**config.mk**
```make
export PLATFORM = sky130hd
export DESIGN_NAME = wb_commit
export DESIGN_NICKNAME = d
export VERILOG_FILES = /design/src/rtl/wb_commit.sv
export SDC_FILE = /design/constraint.sdc
export NUM_CORES = 1
export LEC_CHECK = 0
export BUFFER_PORTS_ARGS = -buffer_cell sky130_fd_sc_hd__buf_4
export CORE_MARGIN = 2
export CORE_UTILIZATION = 30
export CTS_BUF_LIST = sky130_fd_sc_hd__clkbuf_4
export DETAILED_ROUTE_END_ITERATION = 6
export HOLD_SLACK_MARGIN = 0.03
export PLACE_DENSITY_LB_ADDON = 0.3
export SYNTH_ARGS = -nofsm -noshare
export SYNTH_HDL_FRONTEND = slang
export SYNTH_SLANG_ARGS = --single-unit
```
**constraint.sdc**
```tcl
create_clock -name clk -period 2.15 [get_ports clk]
set_clock_uncertainty 0.15 [all_clocks]
set_input_delay 0 -clock clk [delete_from_list [all_inputs] [get_ports clk]]
set_output_delay 0 -clock clk [all_outputs]
set_load 0.05 [all_outputs]
```
**src/rtl/wb_commit.sv**
```systemverilog
// Writeback commit stage: merges the in-order pipeline result stream and the
// out-of-order accelerator result stream onto the single register-file write
// port. Accelerator results wait in a small FIFO and are tracked in a busy
// scoreboard so decode can stall on pending accelerator destinations.
// Optional feature macro WB_ACC_BYPASS_EN: an accelerator result arriving while
// the pipeline is idle and the FIFO is empty commits directly, skipping the FIFO.
module wb_commit #(
  parameter int DATA_W     = 19,
  parameter int ADDR_W     = 3,
  parameter int FIFO_DEPTH = 2
) (
  input  logic                  clk,
  input  logic                  rst_n,
  input  logic                  pipe_valid,
  input  logic [ADDR_W-1:0]     pipe_rd,
  input  logic [DATA_W-1:0]     pipe_data,
  input  logic                  acc_valid,
  output logic                  acc_ready,
  input  logic [ADDR_W-1:0]     acc_rd,
  input  logic [DATA_W-1:0]     acc_data,
  input  logic                  issue_valid,
  input  logic [ADDR_W-1:0]     issue_rd,
  output logic                  wb_reg_write,
  output logic [ADDR_W-1:0]     wb_rd_addr,
  output logic [DATA_W-1:0]     wb_data,
  output logic [2**ADDR_W-1:0]  busy_mask,
  output logic [ADDR_W-1:0]     fifo_count
);

  localparam int PTR_W = (FIFO_DEPTH > 2) ? $clog2(FIFO_DEPTH) : 1;
  localparam int NREG  = 2**ADDR_W;
  localparam logic [ADDR_W-1:0] DEPTH_C = ADDR_W'(FIFO_DEPTH);

  logic [DATA_W-1:0] mem_data [FIFO_DEPTH];
  logic [ADDR_W-1:0] mem_rd   [FIFO_DEPTH];
  logic [PTR_W-1:0]  wr_ptr, rd_ptr;

  logic              accept, bypass, push, pop;
  logic              commit_en, acc_commit;
  logic [ADDR_W-1:0] commit_rd;
  logic [DATA_W-1:0] commit_data;
  logic [NREG-1:0]   busy_next;
  logic [ADDR_W-1:0] count_next;

  // A full FIFO refuses new results even when it pops this cycle.
  assign acc_ready = (fifo_count < DEPTH_C);

  // Arbitration: pipeline first, then FIFO head, then (optionally) bypass.
  always_comb begin
    accept = acc_valid && acc_ready;
    pop    = !pipe_valid && (fifo_count != '0);
`ifdef WB_ACC_BYPASS_EN
    bypass = accept && !pipe_valid && (fifo_count == '0);
`else
    bypass = 1'b0;
`endif
    push       = accept && !bypass;
    commit_en  = pipe_valid || pop || bypass;
    acc_commit = pop || bypass;

    commit_rd   = acc_rd;
    commit_data = acc_data;
    if (pipe_valid) begin
      commit_rd   = pipe_rd;
      commit_data = pipe_data;
    end else if (pop) begin
      commit_rd   = mem_rd[rd_ptr];
      commit_data = mem_data[rd_ptr];
    end

    // Clear first, then set, so a newly issued op on the same register wins.
    busy_next = busy_mask;
    if (acc_commit) busy_next[commit_rd] = 1'b0;
    if (issue_valid && (issue_rd != '0)) busy_next[issue_rd] = 1'b1;
    busy_next[0] = 1'b0;

    count_next = fifo_count;
    if (push && !pop)      count_next = fifo_count + ADDR_W'(1);
    else if (pop && !push) count_next = fifo_count - ADDR_W'(1);
  end

  // FIFO storage; contents need no reset since occupancy guards every read.
  always_ff @(posedge clk) begin
    if (push) begin
      mem_data[wr_ptr] <= acc_data;
      mem_rd[wr_ptr]   <= acc_rd;
    end
  end

  // Pointers, occupancy, scoreboard and registered write port.
  always_ff @(posedge clk or negedge rst_n) begin
    if (!rst_n) begin
      wr_ptr       <= '0;
      rd_ptr       <= '0;
      fifo_count   <= '0;
      busy_mask    <= '0;
      wb_reg_write <= 1'b0;
      wb_rd_addr   <= '0;
      wb_data      <= '0;
    end else begin
      if (push) wr_ptr <= wr_ptr + PTR_W'(1);
      if (pop)  rd_ptr <= rd_ptr + PTR_W'(1);
      fifo_count   <= count_next;
      busy_mask    <= busy_next;
      // r0 results are consumed but never written.
      wb_reg_write <= commit_en && (commit_rd != '0);
      if (commit_en) begin
        wb_rd_addr <= commit_rd;
        wb_data    <= commit_data;
      end
    end
  end

endmodule

```
==> results of run 1 <==
stage by stage:
stage | instance area, sq um | util
after floorplan | 3243 | -
after global placement | 4068 | 0.3923
after detailed placement | 4068 | 0.3923
after CTS | 4980 | 0.4802
after global routing | 5011 | 0.4832
final | 5011 | 0.4832
final cells by class:
cell class                      count  area, sq um  area share
Sequential cell                    79         2201      0.4392
Clock inverter                      5        48.80    0.009738
Timing Repair Buffer              173         1518      0.3029
Tap cell                          136        170.2     0.03396
Inverter                            4        15.01    0.002996
Clock buffer                       11        82.58     0.01648
Multi-Input combinational cell    153        975.9      0.1948
cells by family (layout without fill, tap and decap cells):
kind of cell,Yosys count,after routing,synth area share
flip-flops,79,79,0.6854
AND/OR/NAND/NOR,62,62,0.07846
AO/OA/AOI/OAI,59,59,0.1101
multiplexers,24,24,0.07689
buffers and inverters,18,193,0.02420
XOR/XNOR,5,5,0.01366
adder cells (fa/ha/maj),2,2,0.01015
other,1,1,0.001170
flip-flops by register name, indices dropped and copies added (netlist names):
name / cells
busy_mask: 7
fifo_count: 3
mem_data: 38
mem_rd: 6
rd_ptr: 1
wb_data: 19
wb_rd_addr: 3
wb_reg_write: 1
wr_ptr: 1
routing by layer:
metal,track usage,up-vias,share of wire,wire [microns]
met4,0.05495,0,0.013,99
li1,-,1235,-,-
met5,0,-,0,0
met2,0.2495,61,0.51,4000
met1,0.1786,1215,0.43,3409
met3,0.04419,8,0.050,393
critical path: cells and delay by family, from the launching register on:
kind | cells | cell delay, ns
AOI/OAI and AO/OA | 2 | 0.18
buffers and inverters | 1 | 0.56
DFF | 1 | 0.46
muxes | 1 | 0.49
and+or+nand+nor | 1 | 0.09
layout by cell type, fill, tap and decap left out, drive strengths merged, types with 3 or more instances in the layout:
master,count
a21oi,19
buf,97
clkbuf,11
nand2,30
xnor2,3
nand2b,3
inv,4
mux2i,22
o21ai,29
edfxtp,44
o41ai,5
clkinv,4
dfrtp,35
nor2,24
dlygate4sd3,76
timing repair:
action	4_1_cts	5_1_grt
buffers inserted	0	3
resized for setup	0	3
hold buffers	77	0
setup endpoints to repair	0	3
endpoints found under the hold margin	136	0
how the worst max path moves through the flow:
stage | end | slack, ns | depth (start not counted)
after CTS | wb_rd_addr[0] | 0.02 | 4
after floorplan | fifo_count[2] | -0.12 | 9
final | wb_rd_addr[0] | 0.12 | 5
after detailed placement | fifo_count[2] | 0.11 | 9
after global placement | fifo_count[2] | 0.16 | 9
after global routing | fifo_count[2] | 0.005 | 9
power by group through the flow:
stage | registers [mW] | logic, mW | clock network (mW)
2_1_floorplan | 2.93 | 1.01 | 0
3_3_place_gp | 2.23 | 2.49 | 0
3_5_place_dp | 2.24 | 2.51 | 0
4_1_cts | 2.21 | 2.64 | 0.917
5_1_grt | 2.24 | 2.89 | 0.978
6_report | 2.19 | 2.70 | 0.877
==> run_results.csv, run 1 <==
group,metric,value,unit
status,status,"complete, no violations",
worst_hold_path,hold_start,"acc_data[6]",
detailed_routing,drt_iter0_drc,68,
clock_tree,cts_buffer_depth,2,
detailed_routing,drt-total-wl,7902,microns
timing,fin_crit_sh,0.9447,
timing,relSlewSlack,0.6628,
timing,min_period,2.031,ns
worst_setup_path,crit_fanout,6,
logic_synthesis,yosys.cell_count.top_type,"edfxtp_1",
power,p_int,3.355,mW
logic_synthesis,synth_cells,250,
power,p_per_area,1150,mW/mm^2
logic_synthesis,yosys.area.top_type,"edfxtp_1",
clock_tree,cts.root.buffer_cell,"clkbuf_4",
logic_synthesis,syn_area,0.003206,sq mm
logic_synthesis,ys.warnings.count,0,
timing,final_max_slew_viol_count,0,
worst_setup_path,slowest_delay,0.56,ns
logic_synthesis,yosys-top-cells-count,"edfxtp_1, dfrtp_1, nand2_1",
worst_setup_path,rr_startpoint,"rd_ptr",
power,finalPower,5.761,mW
worst_setup_path,cp.required,2.33,ns
clock_tree,ctsHtreeMaxLevel,3,
final_layout,syn2layout_area_growth,56.32,%
detailed_routing,dr.pass1.iters,4,
place,place_ws,0.1054,ns
worst_setup_path,rr_worst_depth,5,
logic_synthesis,synth-seq-area-share,0.6854,
timing,rsz0062_at_grt,"no",
worst_setup_path,crit_chain,"mux2i_1 > nand2_1 > o21ai_0 > o21ai_1 > dlygate4sd3_1",
final_layout,drive_gt1_frac,0.3035,
logic_synthesis,synth_edf_count,44,
logic_synthesis,synth.distinct_cells,29,
logic_synthesis,avgSynthCellArea,12.82,sq um
timing,hold_ws,0.1255,ns
final_layout,nFillCells,986,
logic_synthesis,synth_nets,304,
global_route,antenna_found_initial,0,
timing,setup_viol,0,
timing,tightest_slew,0.4918,ns
floorplanning,fp.dieW,107.4,microns
clock_tree,cts_buffers,9,
timing,finalSetupTns,0,ns
logic_synthesis,synth.top_cell.area_share,0.4122,
floorplanning,core-area,0.01037,sq mm
detailed_routing,drc,0,
logic_synthesis,synthArstFlopShare,0.4430,
place,dpl.cell_count,465,
global_route,grt_max_degree,50,
clock_tree,cts_sinks,79,
worst_hold_path,hold_depth,2,
global_route,grt_pass1_wl,12820,microns
place,place_congestion,0.8041,
power,p_switching,2.406,mW
worst_setup_path,cp-end-kind,"flip-flop",
clock_tree,clock_latency,0.44,ns
timing,setup_slack,0.1190,ns
worst_setup_path,crit_type,"reg2reg",
power,peakVddDrop,0.0007355,V
worst_setup_path,cp.arrival,2.21,ns
global_route,grt_util_all_layers,0.1478,
worst_hold_path,hold_end,"mem_data[0][6]",
place,numPortBuffers,85,
power,seqPwrFrac,0.380,
clock_tree,tritoncts,"done",
worst_hold_path,hold_class,"in2reg",
timing,hold_viol,0,
global_route,grt_pass1_vias,2590,
logic_synthesis,ys.flop_type,"edfxtp_1",
floorplanning,ios,87,
detailed_routing,ant_nets,0,
place,hpwl,4718,microns
power,p_clk_frac,0.152,
power,p_sw_frac,0.4177,
global_route,grt-ovfl-total,0,
detailed_routing,via_per_inst,4.490,
worst_setup_path,start_kind,"flip-flop",
final_layout,nNetsFinal,474,
timing,fmax,492.4,MHz
power,cellLeakagePower,2.073,nW
worst_setup_path,crit_slowest_cell,"dlygate4sd3_1",
job,cap_violations,0,
final_layout,final_cells,561,
floorplanning,start_util,0.3091,
final_layout,insertedDiodeCount,0,
floorplanning,fp.dieH,107.4,microns
floorplanning,rows,37,
detailed_routing,wl_per_cell,14.09,microns
clock_tree,clk_pin_slew,0.12,ns
logic_synthesis,ys_ff_latch,79,
worst_setup_path,reg2reg_setup_slack,0.12,ns
logic_synthesis,synthTopCellsByArea,"edfxtp_1, dfrtp_1, mux2i_1",
worst_setup_path,regToRegEndpoint,"wb_rd_addr[0]",
power,comb_power_share,0.468,
detailed_routing,vias,2519,
floorplanning,die_area,0.01153,sq mm
worst_setup_path,crit_start,"rd_ptr",
Power figures use the tool's default switching activity.
==> run 2: changes to the inputs <==
- ABC_AREA: unset -> 1
- CORE_UTILIZATION: 30 -> 49
==> run_results.csv, run 2 <==
group,metric,value,unit
status,status,"complete, but fails checks",
status,violations,"DRC",
timing,fmax,495.0,MHz
worst_setup_path,crit_fanout,5,
worst_setup_path,crit_chain,"nor2_4 > nand2_1 > inv_1 > ha_4 > inv_2 > fa_2 > a21oi_1 > o21ai_1 > xnor2_1",
logic_synthesis,ys_ff_latch,79,
final_layout,largest_reg_flops,38,
power,p_clk_frac,0.171,
clock_tree,ctsHtreeMaxLevel,3,
timing,fin_crit_sh,0.9396,
clock_tree,tritoncts,"done",
worst_setup_path,path_buf_inv,2,
logic_synthesis,synthTopCellsByArea,"edfxtp_1, dfrtp_1, nand2_1",
logic_synthesis,ys.warnings.count,0,
logic_synthesis,syn_area,0.003277,sq mm
detailed_routing,drt-total-wl,7963,microns
power,cellLeakagePower,2.146,nW
detailed_routing,dr.pass1.iters,7,
final_layout,drive_gt1_frac,0.3172,
floorplanning,fp.dieH,85.78,microns
worst_setup_path,reg2reg_setup_slack,0.13,ns
power,p_switching,2.437,mW
floorplanning,rows,29,
logic_synthesis,yosys.area.top_type,"edfxtp_1",
job,cap_violations,0,
logic_synthesis,synth.distinct_cells,32,
global_route,grt_pass1_vias,2759,
clock_tree,postCtsResizedCells,0,
worst_setup_path,start_kind,"flip-flop",
power,comb_power_share,0.448,
detailed_routing,drt_iter0_drc,180,
timing,finalSetupTns,0,ns
worst_setup_path,cp.required,2.33,ns
logic_synthesis,synth_cells,258,
floorplanning,fp.dieW,85.78,microns
logic_synthesis,synth.top_cell.area_share,0.4032,
logic_synthesis,avgSynthCellArea,12.70,sq um
worst_setup_path,crit_slowest_cell,"dfrtp_2",
timing,hold_viol,0,
power,p_int,3.386,mW
logic_synthesis,yosys.cell_count.top_type,"nand2_1",
logic_synthesis,synth-seq-area-share,0.6705,
global_route,grt-ovfl-total,0,
timing,final_max_slew_viol_count,0,
timing,min_period,2.020,ns
detailed_routing,ant_nets,0,
final_layout,syn2layout_area_growth,51.62,%
power,peakVddDrop,0.0007388,V
floorplanning,die_area,0.007357,sq mm
final_layout,insertedDiodeCount,0,
floorplanning,ios,87,
power,p_per_area,1172,mW/mm^2
logic_synthesis,synthArstFlopShare,0.4430,
worst_setup_path,slowest_delay,0.45,ns
floorplanning,start_util,0.5102,
detailed_routing,wl_per_cell,15.55,microns
detailed_routing,drc,6,
timing,setup_slack,0.1299,ns
clock_tree,cts_buffers,9,
detailed_routing,vias,2559,
worst_setup_path,crit_type,"reg2reg",
logic_synthesis,yosys-top-cells-count,"nand2_1, edfxtp_1, dfrtp_1",
place,place_ws,0.1323,ns
final_layout,nFillCells,393,
clock_tree,cts_buffer_depth,2,
timing,setup_viol,0,
logic_synthesis,synth_nets,312,
final_layout,final_common_cell,"buf_4",
worst_setup_path,cp-end-kind,"flip-flop",
floorplanning,core-area,0.006422,sq mm
final_layout,top_register,"mem_data",
worst_hold_path,hold_class,"in2reg",
clock_tree,cts.root.buffer_cell,"clkbuf_4",
place,place_congestion,0.7610,
clock_tree,cts_sinks,79,
global_route,grt_util_all_layers,0.2334,
timing,rsz0062_at_grt,"no",
final_layout,largestRegisters,"mem_data x38, wb_data x19, busy_mask x7",
power,p_sw_frac,0.4185,
global_route,grt_pass1_wl,12950,microns
clock_tree,clk_pin_slew,0.14,ns
place,numPortBuffers,85,
worst_setup_path,crit_family,"adder cells",
final_layout,layout_common_cells,"buf_4, dlygate4sd3_1, nand2_1",
detailed_routing,via_per_inst,4.998,
final_layout,nNetsFinal,484,
worst_setup_path,cp.arrival,2.20,ns
global_route,antenna_found_initial,0,
logic_synthesis,synth_edf_count,44,
clock_tree,clock_latency,0.42,ns
power,seqPwrFrac,0.380,
place,hpwl,4575,microns
logic_synthesis,ys.flop_type,"edfxtp_1",
global_route,grt_max_degree,36,
[run 2: cell count changes after synthesis, moves of 6 or more]
cell / delta
nor2_1: -21
inv_1: +8
o21ai_0: -18
nand2_1: +40
nand3_1: +11
o21ai_1: -8
nand4_1: +7
a21oi_1: -18
o211ai_1: +13
clkbuf_1: -6
o211ai_2: +6
[run 2: cell type report]
class                      instances  area [sq um]  share of cell area
timing repair buffer             170          1476              0.2972
clock buffer                       9         67.56             0.01360
sequential                        79          2201              0.4430
multi-input combinational        154         970.9              0.1954
inverter                          16         60.06             0.01209
tap                               77         96.34             0.01939
clock inverter                     7         96.34             0.01939
[run 2: worst reg2reg max path: stages, from the launching register on]
cell	delay (ns)
dfrtp_2	0.45
nor2_4	0.19
nand2_1	0.10
inv_1	0.10
ha_4	0.13
inv_2	0.04
fa_2	0.36
a21oi_1	0.15
o21ai_1	0.10
xnor2_1	0.17
[run 2: stage by stage]
step | util | total power [mW] | cells | hold WS, ns | instance area, sq um
after global placement | 0.6269 | 4.650 | 419 | -0.1650 | 4026
after CTS | 0.7725 | 5.811 | 511 | 0.1286 | 4961
after floorplan | - | 3.992 | 258 | -0.4456 | 3308
after global routing | 0.7736 | 6.109 | 512 | 0.1212 | 4969
after detailed placement | 0.6269 | 4.715 | 419 | -0.1649 | 4026
final | 0.7736 | 5.823 | 512 | 0.1399 | 4969
[run 2: cell families (layout without fill, tap and decap cells)]
group | count (synthesis) | count (layout) | share of synthesized area
other | 1 | 1 | 0.001144
buffers and inverters | 25 | 202 | 0.03932
AO/OA/AOI/OAI | 25 | 25 | 0.06376
adder cells (fa/ha/maj) | 2 | 2 | 0.009927
flip-flops | 79 | 79 | 0.6705
AND/OR/NAND/NOR | 102 | 102 | 0.1432
multiplexers | 20 | 20 | 0.06147
XOR/XNOR | 4 | 4 | 0.01069
[run 2: per-layer routing]
| layer | wire, microns | GRT usage | share of wire |
|---|---|---|---|
| met5 | 0 | 0 | 0 |
| met4 | 134 | 0.09235 | 0.017 |
| met3 | 382 | 0.04042 | 0.048 |
| met2 | 4318 | 0.4311 | 0.54 |
| met1 | 3128 | 0.2681 | 0.39 |
[run 2: path summary, 6_finish.rpt]
path                                from               to  cells past startpoint
max                        fifo_count[2]    fifo_count[2]                      9
min                         acc_data[17]  mem_data[0][17]                      2
max reg2reg                fifo_count[2]    fifo_count[2]                      9
min reg2reg                 busy_mask[2]     busy_mask[2]                      2
max in group asynchronous          rst_n    fifo_count[1]                      4
min in group asynchronous          rst_n       wb_data[1]                      4
[run 2: power by group through the flow]
stage / logic, mW / registers (mW) / clock network [mW]
2_1_floorplan: 0.948 / 3.04 / 0
3_3_place_gp: 2.42 / 2.23 / 0
3_5_place_dp: 2.47 / 2.24 / 0
4_1_cts: 2.59 / 2.21 / 1.01
5_1_grt: 2.77 / 2.26 / 1.08
6_report: 2.61 / 2.22 / 0.998
[run 2: what timing repair did]
item                                    4_1_cts  5_1_grt
setup buffers                                 0        1
hold buffers                                 76        0
endpoints found under the setup margin        0        1
hold endpoints to repair                    112        0
==> run 3: changes to the inputs <==
--- a/config.mk
+++ b/config.mk
@@ -10,3 +10,3 @@
 export CORE_MARGIN = 2
-export CORE_UTILIZATION = 49
+export CORE_UTILIZATION = 31
 export CTS_BUF_LIST = sky130_fd_sc_hd__clkbuf_4
==> constraint.sdc (replaced) <==
create_clock -name clk -period 2.15 [get_ports clk]
set_clock_uncertainty 0.15 [all_clocks]
set_input_delay 0.215 -clock clk [delete_from_list [all_inputs] [get_ports clk]]
set_output_delay 0.215 -clock clk [all_outputs]
set_load 0.05 [all_outputs]
==> run_results.csv, run 3 (synthesis results as in run 2) <==
group,metric,value,unit
floorplanning,ios,87,
timing,hold_ws,0.1432,ns
timing,fmax,494.7,MHz
worst_setup_path,crit_slowest_cell,"dfrtp_2",
clock_tree,ctsHtreeMaxLevel,3,
worst_setup_path,crit_fanout,6,
final_layout,top_register,"mem_data",
detailed_routing,drt_iter0_drc,107,
final_layout,layout_common_cells,"buf_4, nand2_1, dlygate4sd3_1",
worst_setup_path,cp.required,2.29,ns
global_route,grt_util_all_layers,0.1450,
final_layout,largestRegisters,"mem_data x38, wb_data x19, busy_mask x7",
worst_setup_path,crit_type,"reg2reg",
timing,final_max_slew_viol_count,0,
worst_setup_path,slowest_delay,0.46,ns
worst_hold_path,hold_class,"in2async",
power,peakVddDrop,0.0007269,V
global_route,grt-ovfl-total,0,
worst_setup_path,start_kind,"flip-flop",
worst_setup_path,crit_family,"adder cells",
final_layout,syn2layout_area_growth,46.39,%
power,finalPower,5.522,mW
status,status,"complete, no violations",
worst_setup_path,path_buf_inv,2,
timing,rsz0062_at_grt,"no",
place,place_congestion,0.7972,
detailed_routing,via_per_inst,4.384,
global_route,grt_pass1_wl,12500,microns
timing,setup_viol,0,
clock_tree,cts_hold_buf,57,
final_layout,final_common_cell,"buf_4",
timing,hold_viol,0,
detailed_routing,ant_nets,0,
worst_setup_path,cp.arrival,2.17,ns
place,place_ws,0.1382,ns
timing,fin_crit_sh,0.9402,
final_layout,drive_gt1_frac,0.3293,
floorplanning,die_area,0.01141,sq mm
job,cap_violations,0,
clock_tree,clk_pin_slew,0.13,ns
floorplanning,fp.dieW,106.8,microns
floorplanning,start_util,0.3188,
floorplanning,core-area,0.01028,sq mm
floorplanning,rows,37,
power,cellLeakagePower,2.064,nW
place,hpwl,4963,microns
final_layout,largest_reg_flops,38,
worst_setup_path,crit_chain,"nor2_4 > nand2_1 > inv_1 > ha_4 > inv_2 > fa_2 > mux2_2",
final_layout,final_util,0.4668,
final_layout,insertedDiodeCount,0,
clock_tree,post_cts_buffers,0,
global_route,antenna_found_initial,0,
detailed_routing,drc,0,
clock_tree,cts_sinks,79,
floorplanning,fp.dieH,106.8,microns
worst_setup_path,cp-end-kind,"flip-flop",
place,numPortBuffers,85,
detailed_routing,wl_per_cell,13.82,microns
global_route,grt_max_degree,36,
detailed_routing,drt-total-wl,7626,microns
clock_tree,tritoncts,"done",
clock_tree,cts_buffer_depth,2,
clock_tree,clock_latency,0.41,ns
detailed_routing,dr.pass1.iters,4,
clock_tree,cts_buffers,9,
clock_tree,postCtsResizedCells,0,
global_route,grt_pass1_vias,2500,
timing,setup_slack,0.1286,ns
timing,min_period,2.021,ns
final_layout,nNetsFinal,465,
clock_tree,cts.root.buffer_cell,"clkbuf_4",
detailed_routing,vias,2420,
power,p_per_area,1151,mW/mm^2
[run 3: report_power, final]
part           internal, mW  switching [mW]
registers              1.99           0.216
clock network         0.264           0.491
logic                 0.880            1.68
[run 3: area by class of cell]
type                    count  area (sq um)
multi-input cells         154         970.9
inverters                  16         60.06
well taps                 136         170.2
clock inverters             5         33.78
flip-flops and latches     79          2201
fillers                   957          5480
clock buffers              11         82.58
repair buffers            151          1279
[run 3: worst paths after layout]
path / start / slack (ns) / endpoint / cells after the start
min reg2reg: busy_mask[1] / 0.34 / busy_mask[1] / 2
min: rst_n / 0.14 / wb_data[14] / 2
max reg2reg: fifo_count[1] / 0.13 / fifo_count[1] / 7
max: fifo_count[1] / 0.13 / fifo_count[1] / 7
max in group asynchronous: rst_n / 1.36 / fifo_count[0] / 2
min in group clk: pipe_rd[2] / 0.18 / wb_rd_addr[2] / 4
[run 3: stage by stage]
stage	instances	TNS, ns	area, sq um
after global placement	478	0	4100
after global routing	552	0	4797
after CTS	551	0	4787
final	552	0	4797
after detailed placement	478	0	4100
after floorplan	258	-8.009	3308
[run 3: per-layer routing]
layer / global-route usage / vias to the layer above / wire length (microns)
met5: 0 / - / 0
met4: 0.03618 / 0 / 51
met2: 0.2516 / 62 / 3908
li1: - / 1210 / -
met3: 0.04255 / 5 / 329
met1: 0.1772 / 1143 / 3336
[run 3: worst register-to-register path, cell delays in order (launching register included)]
cell	delay (ns)
dfrtp_2	0.46
nor2_4	0.22
nand2_1	0.10
inv_1	0.11
ha_4	0.14
inv_2	0.04
fa_2	0.42
mux2_2	0.28
